==> config.mk <==
export PLATFORM = sky130hd
export DESIGN_NAME = regfile_mp
export DESIGN_NICKNAME = d
export VERILOG_FILES = /design/src/rtl/regfile_pkg.sv /design/src/rtl/regfile_scoreboard.sv /design/src/rtl/regfile_mp.sv
export SDC_FILE = /design/constraint.sdc
export NUM_CORES = 2
export LEC_CHECK = 0
export ABC_AREA = 0
export CAP_MARGIN = 30
export CORE_UTILIZATION = 35
export CTS_BUF_LIST = sky130_fd_sc_hd__clkbuf_8
export CTS_CLUSTER_DIAMETER = 150
export CTS_CLUSTER_SIZE = 24
export DETAILED_ROUTE_END_ITERATION = 12
export HOLD_SLACK_MARGIN = 0.02
export PLACE_DENSITY_LB_ADDON = 0.2
export SYNTH_ARGS = -nofsm -noshare
export SYNTH_HDL_FRONTEND = slang
export SYNTH_HIERARCHICAL = 1
export SYNTH_SLANG_ARGS = --single-unit
==> constraint.sdc <==
create_clock -name clk_i -period 1.74 [get_ports clk_i]
set_input_delay 0.174 -clock clk_i [delete_from_list [all_inputs] [get_ports clk_i]]
set_output_delay 0.174 -clock clk_i [all_outputs]
set_load 0.1 [all_outputs]
==> src/rtl/regfile_pkg.sv <==
// Shared defaults and helpers for the multi-ported register file.
package regfile_pkg;
  localparam int XLEN_DEFAULT  = 32;
  localparam int NREGS_DEFAULT = 32;

  typedef logic [XLEN_DEFAULT-1:0] word_t;

  function automatic int addr_width(input int nregs);
    return $clog2(nregs);
  endfunction
endpackage

==> src/rtl/regfile_scoreboard.sv <==
// Busy-bit scoreboard: a claim marks a register pending, any write to it clears it.
module regfile_scoreboard
  import regfile_pkg::*;
#(
  parameter int NREGS = NREGS_DEFAULT,
  parameter int AW    = addr_width(NREGS)
) (
  input  logic             clk_i,
  input  logic             rst_i,
  input  logic             claim_i,
  input  logic [AW-1:0]    claim_add_i,
  input  logic [NREGS-1:0] clr_i,
  output logic [NREGS-1:0] busy_o
);

  logic [NREGS-1:0] busy_q, busy_d;

  // Claim is applied after the clear so a same-cycle claim wins.
  always_comb begin
    busy_d = busy_q & ~clr_i;
    if (claim_i && (claim_add_i != '0)) begin
      busy_d[claim_add_i] = 1'b1;
    end
    busy_d[0] = 1'b0;
  end

  always_ff @(posedge clk_i) begin
    if (rst_i) begin
      busy_q <= '0;
    end else begin
      busy_q <= busy_d;
    end
  end

  assign busy_o = busy_q;

endmodule

==> src/rtl/regfile_mp.sv <==
// Multi-ported register file with hard-wired x0, optional write-to-read bypass
// and a busy scoreboard for issued-but-unwritten results.
module regfile_mp
  import regfile_pkg::*;
#(
  parameter int XLEN     = XLEN_DEFAULT,
  parameter int NREGS    = NREGS_DEFAULT,
  parameter int NR_READ  = 2,
  parameter int NR_WRITE = 1,
  parameter int BYPASS   = 1,
  parameter int AW       = addr_width(NREGS)
) (
  input  logic                               clk_i,
  input  logic                               rst_i,
  input  logic [NR_READ-1:0][AW-1:0]         rs_add_i,
  output logic [NR_READ-1:0][XLEN-1:0]       rs_data_o,
  output logic [NR_READ-1:0]                 rs_busy_o,
  input  logic [NR_WRITE-1:0]                we_i,
  input  logic [NR_WRITE-1:0][AW-1:0]        rd_add_i,
  input  logic [NR_WRITE-1:0][XLEN-1:0]      rd_data_i,
  input  logic                               claim_i,
  input  logic [AW-1:0]                      claim_add_i
);

  logic [NREGS-1:0][XLEN-1:0] regs_q, regs_d;
  logic [NREGS-1:0]           clr_vec;
  logic [NREGS-1:0]           busy;
  logic [NR_READ-1:0]         fwd;

  // Later ports overwrite earlier ones, so the highest index wins.
  always_comb begin
    regs_d  = regs_q;
    clr_vec = '0;
    for (int w = 0; w < NR_WRITE; w++) begin
      if (we_i[w]) begin
        clr_vec[rd_add_i[w]] = 1'b1;
        if (rd_add_i[w] != '0) begin
          regs_d[rd_add_i[w]] = rd_data_i[w];
        end
      end
    end
    regs_d[0] = '0;
  end

  always_ff @(posedge clk_i) begin
    if (rst_i) begin
      regs_q <= '0;
    end else begin
      regs_q <= regs_d;
    end
  end

  regfile_scoreboard #(
    .NREGS (NREGS),
    .AW    (AW)
  ) u_scoreboard (
    .clk_i       (clk_i),
    .rst_i       (rst_i),
    .claim_i     (claim_i),
    .claim_add_i (claim_add_i),
    .clr_i       (clr_vec),
    .busy_o      (busy)
  );

  // A forwarded read carries the value being written, so it is never busy.
  always_comb begin
    rs_data_o = '0;
    rs_busy_o = '0;
    fwd       = '0;
    for (int k = 0; k < NR_READ; k++) begin
      rs_data_o[k] = regs_q[rs_add_i[k]];
      if (BYPASS != 0) begin
        for (int w = 0; w < NR_WRITE; w++) begin
          if (we_i[w] && (rd_add_i[w] == rs_add_i[k]) && (rs_add_i[k] != '0)) begin
            rs_data_o[k] = rd_data_i[w];
            fwd[k]       = 1'b1;
          end
        end
      end
      rs_busy_o[k] = busy[rs_add_i[k]] & ~fwd[k];
    end
  end

endmodule

==> impl_summary.txt <==
----------------------------------------------------
[STA]
  Max-slew headroom ... 33.6%
  Unrepaired setup endpoints after global routing ... yes
  Least setup slack across all paths after layout ... -1.21 ns
  Final count of hold timing violations ... 0
  Skew final ... 0 ns
  Setup violators final ... 66
  Slew Viols, Final ... 0
  Crit path time final ... 2.95 ns
  Achievable clock frequency ... 0.338 GHz
  Actual slew at the worst max-slew pin ... 0.992 ns
  Share of the clock period used by the worst path after layout ... 170%

[Run status]
  Result of the run ... complete, but fails checks
  Violations in the final reports ... negative setup slack

[Drt]
  Vias post-DR ... 49,300
  Post-route antenna net violation count ... 0
  Detailed-routed wire length on met2 ... 103 mm
  Length of routed wiring on met1 ... 94.1 mm
  Number of DRC markers in iteration 0 ... about 6,500
  Highest metal layer with signal wires ... met5
  DRC errors left ... 0
  Met3 layer wire length in the routed design ... about 25 mm
  Routed wire length ... 231 mm
  Vias per Instance ... 5.95
  Wire per inst ... 27.9 µm
  First-pass DRT Iterations ... 9

[Die]
  Area of the placeable core ... about 150,000 µm²
  Die Outline Area ... 151,000 µm²
  Number of I/O pins ... 122
  Standard-cell rows ... 141
  Width of the die ... 388 µm
  Initial Util ... 35.3%
  Vertical die dimension ... approximately 390 µm

[Finish]
  Post-route core utilization ... 43.7%
  Post-route non-filler standard cell count ... roughly 8,300
  Most used cells in the layout excluding fill and tap cells ... nand2_1 (2,189), a21oi_1 (1,057), dfxtp_1 (914)
  Proportion of layout cells with a drive suffix above 1 ... a little over a quarter
  Final std cell area, no fill ... 64,600 µm²
  Filler Cells Inserted ... 14,300
  Nets@finish ... around 6,400
  Area added between synthesis and finish ... 23.8%
  Most common library cell in the layout ignoring fill and taps ... nand2_1

[Power and ir drop]
  Power density over the cells ... 652 nW/µm²
  Static leakage power ... 0.0213 µW
  Largest voltage drop on the vdd net ... 612 µV

[Critical path]
  Highest net fanout along the worst path ... 3
  Endpoint arrival time on the critical path ... between 2 and 3 ns
  Cell at the slowest stage of the critical path ... mux4_2
  Kind of capture point of the worst setup path ... primary output
  Data required time of the critical path ... about 1.6 ns
  Cell breakdown of the critical path ... mux4_2 -> a22oi_2 -> nand3_2 -> buf_6 -> a32o_4 -> buf_12
  Worst stage delay on the critical path ... 0.50 ns
  Crit path launch type ... flop
  Kind of critical path ... flop to primary output

[CTS]
  Clock latency at the later pin of the worst-skew pair ... 0.83 ns
  CTS tree ... built
  Sinks on the clock net ... 1,023
  Buffer type at the clock tree root ... clkbuf_8
  CTS clock-pin slew for the worst setup and hold paths ... 0.16 ns
  H-tree levels ... 2
  Number of buffers inserted during clock tree synthesis ... 48
  Clk buf depth ... 3

[Logic synthesis]
  Post-Synthesis Net Count ... 6,163
  Avg Synthesized Cell Area ... 8.54 µm²
  Netlist area before placement ... between 50,000 and 60,000 µm²
  Synthesis Warnings ... 6
  Number of cells produced by synthesis ... 6,107

[Flow run]
  Number of max-cap violations ... 0

[Min path]
  Class of the tightest hold or removal check ... primary input to flop

[Place]
  Worst setup slack before clock tree synthesis ... -1.23 ns
  Standard cell area after detailed placement ... 62,700 µm²
  Post-placement cell count ... 8,243
  Number of buffers inserted by port buffering ... 121
  Global placement routability congestion ... 0.974
  HPWL after DPL ... 163 mm

[GRT]
  Global-route wire length before repair ... 332 mm
  Maximum number of pins on one net before global-route repair ... 95
  Number of antenna violations at the first check in global routing ... 7
  Total global routing track utilization ... between 20% and 30%
  Total gr overflow ... 0
  Via count of the first global-routing pass ... 46,500

----------------------------------------------------
## routing by layer
| metal | vias to the layer above | track usage (%) |
|---|---|---|
| li1 | 21600 | - |
| met1 | 24500 | 41.1 |
| met2 | 2687 | 46.2 |
| met3 | 505 | 5.88 |
| met4 | 2 | 11.2 |
| met5 | - | 0 |
## layout make-up
| cell class | count | area [µm²] | share of cell area [%] |
|---|---|---|---|
| multi-input combinational | 4395 | 30500 | 47.3 |
| sequential | 1023 | 20600 | 31.9 |
| timing repair buffer | 839 | 10200 | 15.7 |
| tap | 1930 | 2410 | 3.74 |
| clock buffer | 51 | 702 | 1.09 |
| inverter | 39 | 146 | 0.227 |
| clock inverter | 2 | 17.5 | 0.0271 |
| antenna | 1 | 2.50 | 0.00387 |
## state kept, by name (all words and copies together), names as in the netlist
name	count
regs_q	992
u_scoreboard/busy_o	31
## power by group
part	total, µW	internal [µW]	switching (µW)
combinational	7700	2880	4820
clock	10700	2660	8040
sequential	23700	23600	126
total	42100	29200	13000
## timing repair
action,4_1_cts,5_1_grt
setup endpoints to repair,66,66
buffers inserted,1,2
resized for setup,272,72
pin swaps,139,49
hold buffers,7,0
cloned,1,0
hold endpoints to repair,211,0
## critical path, delay by kind of cell, from the launching register on
family                 cells  cell delay (ns)
flip-flops                 1             0.36
multiplexers               1             0.50
AO/OA/AOI/OAI              2             0.62
AND/OR/NAND/NOR            1             0.13
buffers and inverters      2             0.33
## worst paths after layout
kind | slack [ns] | from | endpoint | cells after the start
setup / recovery | -1.21 | regs_q[625] | rs_data_o[49] | 6
hold / removal | 0.06 | rd_data_i[31] | regs_q[255] | 4
setup reg to reg | 0.88 | u_scoreboard/busy_o[26] | u_scoreboard/busy_o[26] | 3
hold reg to reg | 0.47 | regs_q[903] | regs_q[903] | 2
## through the flow
| step | power [µW] | setup TNS, ns | hold WS [ns] |
|---|---|---|---|
| 2_1_floorplan | 28200 | -17.29 | 0.294 |
| 3_3_place_gp | 31600 | -392.87 | 0.448 |
| 3_5_place_dp | 31700 | -396.80 | 0.456 |
| 4_1_cts | 42100 | -74.24 | 0.0237 |
| 5_1_grt | 43200 | -74.47 | 0.0689 |
| 6_report | 42100 | -72.79 | 0.0599 |
Power figures use the tool's default switching activity.
